===== src/rtl/trace_reorder_ctrl_pkg.sv =====
// Shared trace event types and slot assignments for the reorder controller and its requesters.
package trace_reorder_ctrl_pkg;

    typedef enum logic [1:0] {
        TE_INVALID,
        TE_SWRITEBACK,
        TE_VWRITEBACK,
        TE_STORE
    } trace_event_type_t;

    // The top bit is left free for capture-side tagging; the controller never looks at it.
    typedef struct packed {
        logic              rsvd;
        trace_event_type_t ev_type;
        logic [60:0]       payload;
    } trace_event_t;

    localparam int TRACE_SLOT_MULTICYCLE = 0;
    localparam int TRACE_SLOT_MEM        = 3;
    localparam int TRACE_SLOT_SCYCLE     = 4;
    localparam int TRACE_SLOT_BRANCH     = 5;

    function automatic logic [15:0] sat_inc16(input logic [15:0] v);
        return (v == 16'hFFFF) ? v : v + 16'd1;
    endfunction

endpackage


===== src/rtl/trace_reorder_ctrl_if.sv =====
// Ordered trace event stream: valid/ready handshake out of the reorder controller.
interface trace_reorder_ctrl_if #(
    parameter int EVENT_WIDTH = 64
);
    logic                   out_valid;
    logic [EVENT_WIDTH-1:0] out_data;
    logic                   out_ready;

    modport master (output out_valid, output out_data, input out_ready);
    modport slave  (input out_valid, input out_data, output out_ready);
endinterface


===== src/rtl/trace_reorder_ctrl_fifo.sv =====
// Synchronous FIFO with a registered head word so the consumer sees stable data under backpressure.
module trace_fifo #(
    parameter int WIDTH = 64,
    parameter int DEPTH = 8,
    localparam int PTR_W = $clog2(DEPTH),
    localparam int CNT_W = PTR_W + 1
) (
    input  logic             clk,
    input  logic             reset,
    input  logic             push,
    input  logic [WIDTH-1:0] push_data,
    input  logic             pop,
    output logic             full,
    output logic             empty,
    output logic [CNT_W-1:0] count,
    output logic [WIDTH-1:0] head_data
);
    localparam logic [CNT_W-1:0] FULL_CNT = CNT_W'(DEPTH);

    logic [WIDTH-1:0] mem_q [DEPTH];
    logic [WIDTH-1:0] mem_d [DEPTH];
    logic [PTR_W-1:0] wr_ptr_q, wr_ptr_d, rd_ptr_q, rd_ptr_d;
    logic [CNT_W-1:0] cnt_q, cnt_d;
    logic [WIDTH-1:0] head_q, head_d;
    logic             do_push, do_pop;

    always_comb begin
        mem_d    = mem_q;
        wr_ptr_d = wr_ptr_q;
        rd_ptr_d = rd_ptr_q;
        cnt_d    = cnt_q;
        head_d   = head_q;
        do_pop   = pop && (cnt_q != '0);
        do_push  = push && ((cnt_q != FULL_CNT) || do_pop);
        if (do_push) begin
            mem_d[wr_ptr_q] = push_data;
            wr_ptr_d        = wr_ptr_q + 1'b1;
        end
        if (do_pop) rd_ptr_d = rd_ptr_q + 1'b1;
        case ({do_push, do_pop})
            2'b10:   cnt_d = cnt_q + 1'b1;
            2'b01:   cnt_d = cnt_q - 1'b1;
            default: cnt_d = cnt_q;
        endcase
        // Next head comes from the write port when it lands exactly where the read pointer goes.
        if (cnt_d == '0)                         head_d = '0;
        else if (do_push && rd_ptr_d == wr_ptr_q) head_d = push_data;
        else                                     head_d = mem_q[rd_ptr_d];
    end

    always_ff @(posedge clk) begin
        if (reset) begin
            wr_ptr_q <= '0;
            rd_ptr_q <= '0;
            cnt_q    <= '0;
            head_q   <= '0;
        end else begin
            wr_ptr_q <= wr_ptr_d;
            rd_ptr_q <= rd_ptr_d;
            cnt_q    <= cnt_d;
            head_q   <= head_d;
        end
    end

    always_ff @(posedge clk) mem_q <= mem_d;

    assign full      = (cnt_q == FULL_CNT);
    assign empty     = (cnt_q == '0);
    assign count     = cnt_q;
    assign head_data = head_q;
endmodule


===== src/rtl/trace_reorder_ctrl.sv =====
// Trace reorder queue: requesters insert at a fixed distance from the head, the queue shifts
// one slot per cycle, and the head drains into an output FIFO in issue order.
module trace_reorder_ctrl
    import trace_reorder_ctrl_pkg::*;
#(
    parameter int QUEUE_LEN   = 7,
    parameter int NUM_PORTS   = 3,
    parameter int EVENT_WIDTH = 64,
    parameter int FIFO_DEPTH  = 8,
    localparam int SLOT_W     = $clog2(QUEUE_LEN)
) (
    input  logic                         clk,
    input  logic                         reset,
    input  logic                         enable,
    input  logic [NUM_PORTS-1:0]         ins_en,
    input  logic [NUM_PORTS*SLOT_W-1:0]  ins_slot,
    input  logic [NUM_PORTS*EVENT_WIDTH-1:0] ins_data,
    input  logic                         cancel_en,
    input  logic [SLOT_W-1:0]            cancel_slot,
    trace_reorder_ctrl_if.master         out_if,
    output logic [15:0]                  drop_count,
    output logic                         error
);
    localparam logic [SLOT_W:0] QLEN  = (SLOT_W+1)'(QUEUE_LEN);
    localparam int              CNT_W = $clog2(FIFO_DEPTH) + 1;

    logic [QUEUE_LEN-1:0]   vld_q, vld_d;
    logic [EVENT_WIDTH-1:0] slot_q [QUEUE_LEN];
    logic [EVENT_WIDTH-1:0] slot_d [QUEUE_LEN];
    logic [15:0]            drop_q, drop_d;
    logic                   err_q, err_d;
    logic                   emit, pop, fifo_full, fifo_empty;
    logic [CNT_W-1:0]       fifo_cnt;

    assign emit = enable && vld_q[0];
    assign pop  = out_if.out_ready && (fifo_cnt != '0);

    always_comb begin
        vld_d  = '0;
        slot_d = slot_q;
        err_d  = err_q;
        drop_d = drop_q;
        if (emit && fifo_full && !pop) drop_d = sat_inc16(drop_q);
        if (enable) begin
            for (int i = 0; i < QUEUE_LEN - 1; i++) begin
                vld_d[i]  = vld_q[i+1];
                slot_d[i] = slot_q[i+1];
            end
            // Ports are visited low to high, so an earlier winner already occupies the slot.
            for (int p = 0; p < NUM_PORTS; p++) begin
                if (ins_en[p]) begin
                    if ({1'b0, ins_slot[p*SLOT_W +: SLOT_W]} >= QLEN) begin
                        err_d = 1'b1;
                    end else if (vld_d[ins_slot[p*SLOT_W +: SLOT_W]]) begin
                        err_d = 1'b1;
                    end else begin
                        vld_d[ins_slot[p*SLOT_W +: SLOT_W]]  = 1'b1;
                        slot_d[ins_slot[p*SLOT_W +: SLOT_W]] = ins_data[p*EVENT_WIDTH +: EVENT_WIDTH];
                    end
                end
            end
            if (cancel_en && ({1'b0, cancel_slot} < QLEN)) vld_d[cancel_slot] = 1'b0;
        end
    end

    always_ff @(posedge clk) begin
        if (reset) begin
            vld_q  <= '0;
            drop_q <= '0;
            err_q  <= 1'b0;
        end else begin
            vld_q  <= vld_d;
            drop_q <= drop_d;
            err_q  <= err_d;
        end
    end

    always_ff @(posedge clk) slot_q <= slot_d;

    trace_fifo #(.WIDTH(EVENT_WIDTH), .DEPTH(FIFO_DEPTH)) u_fifo (
        .clk       (clk),
        .reset     (reset),
        .push      (emit),
        .push_data (slot_q[0]),
        .pop       (pop),
        .full      (fifo_full),
        .empty     (fifo_empty),
        .count     (fifo_cnt),
        .head_data (out_if.out_data)
    );

    assign out_if.out_valid = !fifo_empty;
    assign drop_count       = drop_q;
    assign error            = err_q;
endmodule


===== src/flat_wrapper.sv =====
// flat-port wrapper written by rule: the top's interface ports become plain ports
module trace_reorder_ctrl_flat import trace_reorder_ctrl_pkg::*;
#(
    parameter int QUEUE_LEN   = 7,
    parameter int NUM_PORTS   = 3,
    parameter int EVENT_WIDTH = 64,
    parameter int FIFO_DEPTH  = 8,
    localparam int SLOT_W     = $clog2(QUEUE_LEN)
)
  (clk, reset, enable, ins_en, ins_slot, ins_data, cancel_en, cancel_slot, drop_count, error, out_if_out_valid, out_if_out_data, out_if_out_ready);
  trace_reorder_ctrl_if #(.EVENT_WIDTH(EVENT_WIDTH)) out_if_i ();
  input  logic clk;
  input  logic reset;
  input  logic enable;
  input  logic [NUM_PORTS-1:0] ins_en;
  input  logic [NUM_PORTS*SLOT_W-1:0] ins_slot;
  input  logic [NUM_PORTS*EVENT_WIDTH-1:0] ins_data;
  input  logic cancel_en;
  input  logic [SLOT_W-1:0] cancel_slot;
  output logic [15:0] drop_count;
  output logic error;
  output wire logic [$bits(out_if_i.out_valid)-1:0] out_if_out_valid;
  output wire logic [$bits(out_if_i.out_data)-1:0] out_if_out_data;
  input wire logic [$bits(out_if_i.out_ready)-1:0] out_if_out_ready;
  assign out_if_out_valid = out_if_i.out_valid;
  assign out_if_out_data = out_if_i.out_data;
  assign out_if_i.out_ready = out_if_out_ready;
  trace_reorder_ctrl #(.QUEUE_LEN(QUEUE_LEN), .NUM_PORTS(NUM_PORTS), .EVENT_WIDTH(EVENT_WIDTH), .FIFO_DEPTH(FIFO_DEPTH)) u_core (.clk(clk), .reset(reset), .enable(enable), .ins_en(ins_en), .ins_slot(ins_slot), .ins_data(ins_data), .cancel_en(cancel_en), .cancel_slot(cancel_slot), .out_if(out_if_i), .drop_count(drop_count), .error(error));
endmodule

===== config.mk =====
export PLATFORM = sky130hd
export DESIGN_NAME = trace_reorder_ctrl_flat
export DESIGN_NICKNAME = d
export VERILOG_FILES = /design/src/rtl/trace_reorder_ctrl_pkg.sv /design/src/rtl/trace_reorder_ctrl_if.sv /design/src/rtl/trace_reorder_ctrl_fifo.sv /design/src/rtl/trace_reorder_ctrl.sv /design/src/flat_wrapper.sv
export SDC_FILE = /design/constraint.sdc
export NUM_CORES = 2
export LEC_CHECK = 0
export CORE_AREA = 2 2 310 312
export CTS_CLUSTER_SIZE = 28
export DETAILED_ROUTE_END_ITERATION = 12
export DIE_AREA = 0 0 312 314
export PLACE_DENSITY = 0.77
export SETUP_SLACK_MARGIN = 0.02
export SYNTH_ARGS = -nofsm -noshare
export SYNTH_HDL_FRONTEND = slang
export SYNTH_SLANG_ARGS = --single-unit

===== constraint.sdc =====
create_clock -name clk -period 10.19 [get_ports clk]
set_clock_uncertainty 0.1 [all_clocks]
set_input_delay 2.038 -clock clk [delete_from_list [all_inputs] [get_ports clk]]
set_output_delay 2.038 -clock clk [all_outputs]
set_load 0.005 [all_outputs]

### Word level (Yosys, flattened, before mapping)

Index checks and enable logic that the tools add are counted.

| word-level totals | value |
|---|---|
| bits in registers | 1058 |
| input port bits | 212 |
| logic and storage cells | 156 |

| cells by class | value |
|---|---|
| add/subtract/negate cells | 5 |
| order comparisons | 21 |
| eq/ne operators | 6 |
| multiplexer cells | 65 |
| bitwise operators | 12 |
| reductions and logical operators | 25 |

Operators by type and width:

| cell | number |
|---|---|
| $mux 448 | 11 |
| $bwmux 448 | 3 |
| $demux 64 s3 | 4 |
| $bwmux 512 | 1 |
| $mux 64 | 7 |
| $bmux 64 s3 | 1 |
| $mux 7 | 13 |
| $ge 4x4->1 const B | 5 |
| $not 3->4 | 5 |
| $add 16x1->16 const B | 1 |
| $eq 16x16->1 const B | 1 |
| $logic_and 1x1->1 | 16 |
| $lt 3x4->1 const B | 4 |
| $lt 4x1->1 const B | 4 |
| $mux 1 | 16 |
| $or 7x7->7 | 2 |
| $demux 1 s3 | 4 |
| $ge 3x1->1 const B | 4 |
| $bmux 1 s3 | 3 |
| $ge 3x3->1 const B | 3 |
| $logic_not 4->1 | 2 |
| $pmux 4 s2 | 1 |
| $and 7x7->7 | 1 |
| $not 7->7 | 1 |
| 17 further kinds | 21 |

### Depth between registers and ports, before layout

| logic depth | value |
|---|---|
| depth in word-level cells | 23 |
| gate-level depth with buffers | 12 |

### Modules after synthesis

Synthesis repeated with hierarchy kept, for this count alone.

| unflattened totals | value |
|---|---|
| cell total of the unflattened synthesis | 4823 |
| area total of the unflattened synthesis | 55061.6 sq um |

By module, submodules not included:

| module | instances | cells each | area each (sq um) | seq. area each (sq um) |
|---|---|---|---|---|
| trace_reorder_ctrl | 1 | 3159 | 28625.0 | 13933.4 |
| trace_fifo | 1 | 1664 | 26436.6 | 16856.2 |

### Least setup slack after synthesis

OpenSTA, ideal clock, no wires.

| path | value |
|---|---|
| kind | in2reg |
| from | input port out_if_out_ready |
| to | register u_core.u_fifo.mem_q[320] (netlist name), enable pin |
| setup time | 667 ps |
| arrival time | 9338 ps |
| slack | 84 ps |
| stages | 4 |
| buffers on the path | 1 |
| cells stage by stage | clkbuf_1 -> nor2_1 -> or2_2 -> nor4b_1 |

| on the way | value |
|---|---|
| cells in the longest elaborated chain, start to end | 4 |

RTL lines:

| item | line | RTL |
|---|---|---|
| start: declaration | flat_wrapper.sv:24 | `input wire logic [$bits(out_if_i.out_ready)-1:0] out_if_out_ready;` |
| $logic_and 1x1->1 | trace_reorder_ctrl.sv:36 | `assign pop = out_if.out_ready && (fifo_cnt != '0);` |
| $logic_and 1x1->1 | trace_reorder_ctrl_fifo.sv:33 | `do_pop = pop && (cnt_q != '0);` |
| $logic_or 1x1->1 | trace_reorder_ctrl_fifo.sv:34 | `do_push = push && ((cnt_q != FULL_CNT) \|\| do_pop);` |
| $logic_and 1x1->1 | trace_reorder_ctrl_fifo.sv:34 |  |
| end signal: assignment | trace_reorder_ctrl_fifo.sv:65 | `always_ff @(posedge clk) mem_q <= mem_d;` |
| end: declaration | trace_reorder_ctrl_fifo.sv:20 | `logic [WIDTH-1:0] mem_q [DEPTH];` |

Every way passes these cells.
A chain may end at the register's enable or synchronous reset.

### Worst setup path in the final report

| path | value |
|---|---|
| from | input port ins_slot[0] |
| to | register u_core.slot_q[410] (netlist name) (data pin) |

| on the way | value |
|---|---|
| cells in the longest elaborated chain, start to end | 20 |
| elaborated cells on any way between the ends | 42 |
| those cells by class | order compare: 5; mux: 32; bitwise: 3; reduce/logical: 2 |

RTL lines:

| item | line | RTL |
|---|---|---|
| start: declaration | flat_wrapper.sv:16 | `input logic [NUM_PORTS*SLOT_W-1:0] ins_slot;` |
| $lt 3x4->1 (not written as such) / $ge 3x1->1 (equally long branches) | trace_reorder_ctrl.sv:57 | `vld_d[ins_slot[p*SLOT_W +: SLOT_W]] = 1'b1;` |
| $logic_and 1x1->1 (not written as such) | trace_reorder_ctrl.sv:57 |  |
| $mux 1 (not written as such) | trace_reorder_ctrl.sv:57 |  |
| $demux 1 s3 | -- |  |
| $or 6x7->7 (no line) | -- |  |
| $mux 7 | trace_reorder_ctrl.sv:54 | `end else if (vld_d[ins_slot[p*SLOT_W +: SLOT_W]]) begin` |
| $mux 7 | trace_reorder_ctrl.sv:52 | `if ({1'b0, ins_slot[p*SLOT_W +: SLOT_W]} >= QLEN) begin` |
| $mux 7 | trace_reorder_ctrl.sv:51 | `if (ins_en[p]) begin` |
| [4 not listed] | -- |  |
| $mux 7 | trace_reorder_ctrl.sv:52 |  |
| $mux 7 | trace_reorder_ctrl.sv:51 |  |
| $mux 7 | trace_reorder_ctrl.sv:44 | `if (enable) begin` |
| $bmux 1 s3 | trace_reorder_ctrl.sv:54 |  |
| $mux 1 (not written as such) | trace_reorder_ctrl.sv:54 |  |
| $mux 448 | trace_reorder_ctrl.sv:54 |  |
| $mux 448 | trace_reorder_ctrl.sv:52 |  |
| $mux 448 * | trace_reorder_ctrl.sv:51 |  |
| end signal: assignment | trace_reorder_ctrl.sv:78 | `always_ff @(posedge clk) slot_q <= slot_d;` |
| end: declaration | trace_reorder_ctrl.sv:28 | `logic [EVENT_WIDTH-1:0] slot_q [QUEUE_LEN];` |

Mark *: on every way between the ends. The rest lies on a longest branch, timed or not. The select of a mux whose other input is x is not followed.

==> flow_summary.ini <==
[setup_path]
required_ps = 10500
reg2reg_depth = 7
arrival_ps = 6520
crit_path_top_delay_cell = nor4b_2
max_stage_delay_ps = 950
worstPathBufferInverterCount = 2
start_kind = primary input
cp-end-kind = register
worst-path-max-fanout = 58
r2r_setup_slack_ps = 5770
setup.worst_path.class = in -> reg
cp_common_cell = mux2_1
worstReg2RegEnd = u_core.slot_q[427]$_DFFE_PP_
r2r-start = u_core.vld_q[3]$_SDFF_PP0_
path_delay_family = buffers and inverters
cp_cell_sequence = clkdlybuf4s50_1, nor4bb_1, o311ai_1, nand3_1, nor4b_2, buf_4, mux2_1, mux2_1

[finish]
fin_nets = 4404
final_cells = 5560
final_common_cell = edfxtp_1
fin_area_sq_mm = 0.0591
final_cell_mix = edfxtp_1, nand2_1, mux2i_1
fin_util_pct = 62.6
areaGrowthSynthToFinish_pct = 14.4
drive_gt1_share_pct = 14.8

[global_route]
grt_max_degree = 162
grt_usage_pct = 27.1
use_met1_pct = 35.7
gr-max-usage-layer = met2
antenna_found_initial = 28
first_global_vias = 33700
grt_overflow = 0
grt_pass1_wl_um = 204000
use_met3_pct = 4.10
use_met2_pct = 45.3

[sta]
relSlewSlack_pct = 13.2
finalMaxSlewViolations = 0
min_period_ps = 6220
timing.fmax_ghz = 0.161
whs_ps = 441
rsz0062_at_grt = false
period_share_pct = 61.0
final-hold-violation-count = 0
final.setup.tns_ps = 0
final-setup-viol-count = 0
worst_slew_pin_slew_ps = 1300

[clock_network]
cts_sinks = 1058
cts_hold_buf = 0
cts-buffers-inserted = 106
cts-root-buf = clkbuf_16
cts_tree = built
cts_setup_buffers = 0
clk_latency_ps = 680
cts.path.max_buffers = 3
cts_max_level = 3
cts.repair.resized = 0
clk_pin_slew_worst_paths_ps = 60

[synth]
synth_edf_count = 960
synth-seq-area-share_pct = 59.6
synth_fp_nets = 4231
synth_cell_type_count = 69
yosys_register_bits = 1058
synth_top_flop_cell = edfxtp_1
async_flop_share_pct = 0
syn_avg_cell_area_sq_um = 12.9
yosys_warnings = 0
syn_area_sq_mm = 0.0516
synthCells = 4013

[floorplanning]
die_h_um = 314
die_w_um = 312
start_util_pct = 54.7
core_area_sq_mm = 0.0944
io_pins = 294
dieArea_sq_mm = 0.0980
placementRows = 113

[place]
placed_area_sq_mm = 0.0556
hpwl_um = 76800
dp_cells = 5343
port_buffers = 293
gp_congestion = 0.869

[power_and_ir_drop]
total_leakage_power_nw = 20.7
peakVddDrop_mv = 0.352
p_per_area_mw_per_mm2 = 194

[detailed_routing]
vias = 34600
first_iter_violations = 3479
first_pass_iters = 6
drc = 0
vias_per_cell = 6.22
wl_per_cell_um = 24.5
drtAntennaViolNets = 0
wl_um = 136000

[min_path]
hold_end = u_core.drop_count[5]$_SDFFE_PP0P_
hp-class = reg -> reg
hold_path_startpoint = u_core.drop_count[5]$_SDFFE_PP0P_
hold_path_depth = 2

[outcome]
status = finished clean

[job]
cap_violations = 0
-- how the worst max path moves through the flow --
stage                           from                            endpoint  slack (ps)  depth (start not counted)
floorplan           out_if_out_ready  u_core.u_fifo.mem_q[320]$_DFFE_PP_          80                          4
global placement         ins_slot[0]        u_core.slot_q[397]$_DFFE_PP_        3460                          8
detailed placement       ins_slot[0]        u_core.slot_q[397]$_DFFE_PP_        3400                          8
CTS                      ins_slot[0]        u_core.slot_q[428]$_DFFE_PP_        4130                          8
global route             ins_slot[0]        u_core.slot_q[410]$_DFFE_PP_        3850                          8
finish                   ins_slot[0]        u_core.slot_q[410]$_DFFE_PP_        3970                          8
-- tightest hold or removal path, cell delays in order (launching register included) --
cell,delay [ps]
dfxtp_1,350
o21ai_0,90
a21oi_1,60
-- layout make-up --
type	count	area, sq um
fillers	7210	35400
flip-flops and latches	1058	30800
multi-input cells	2655	19800
repair buffers	356	3450
clock buffers	145	2950
well taps	1265	1580
clock inverters	51	457
diodes	21	52.6
inverters	9	33.8
-- state kept, by name, summed over array words and instances, names as in the netlist --
signal,flops
u_core.drop_count,16
u_core.error,1
u_core.slot_q,448
u_core.u_fifo.count,4
u_core.u_fifo.head_data,64
u_core.u_fifo.mem_q,512
u_core.u_fifo.rd_ptr_q,3
u_core.u_fifo.wr_ptr_q,3
u_core.vld_q,7
-- per-stage QoR --
step | power [mW] | setup slack, ps
after global routing | 11.9 | 3850
after CTS | 11.5 | 4130
after global placement | 7.61 | 3460
final | 11.4 | 3970
after floorplan | 6.83 | 84.4
after detailed placement | 7.68 | 3400
-- synth_stat cells, types with 4 or more instances --
cell	number	area, sq um
edfxtp_1	960	28800
nand2b_1	6	37.5
a32oi_1	126	1100
nand3_1	11	55.1
xor2_1	11	96.3
buf_6	8	90.1
buf_2	75	375
mux2i_1	459	4590
xnor2_1	14	123
nand2_1	603	2260
buf_4	5	37.5
o21ai_0	192	961
dfxtp_1	98	1960
inv_1	9	33.8
mux2_1	197	2220
nor2_1	177	664
a32o_1	64	641
clkbuf_1	180	676
nand4_1	7	43.8
buf_1	23	86.3
nor4_1	8	50.1
ha_1	5	62.6
or3_1	4	25.0
nor2b_1	13	81.3
nand4b_1	4	35.0
nor3_1	14	70.1
and3_1	5	31.3
a31oi_1	5	31.3
o211ai_1	4	30.0
mux2_2	382	4300
a21oi_1	144	721
o21ai_1	137	686
-- cells by family (layout without fill, tap and decap cells) --
family	after synthesis	in the layout	synth area share, %
flops	1058	1058	59.6
mux	1039	1039	21.6
simple gates	875	875	6.90
compound gates	709	709	8.75
buf+inv	300	561	2.52
xor+xnor	26	26	0.456
fa+ha+maj	6	6	0.160
other cells	0	21	0
-- power by group --
part           internal, mW  switching [mW]  leakage [nW]  total [mW]
Clock                  2.18            1.65          1.65        3.83
Combinational          1.01            1.35          9.28        2.36
Sequential             5.06           0.190          9.79        5.25
Total                  8.25            3.19          20.7        11.4
-- routing by layer --
layer / vias up / part of all wire [%]
met5: - / 0.068
met4: 16 / 3.2
met3: 262 / 7.9
met2: 1550 / 49
met1: 17100 / 40
li1: 15600 / -
No activity file was read; power rests on OpenSTA's default activity.
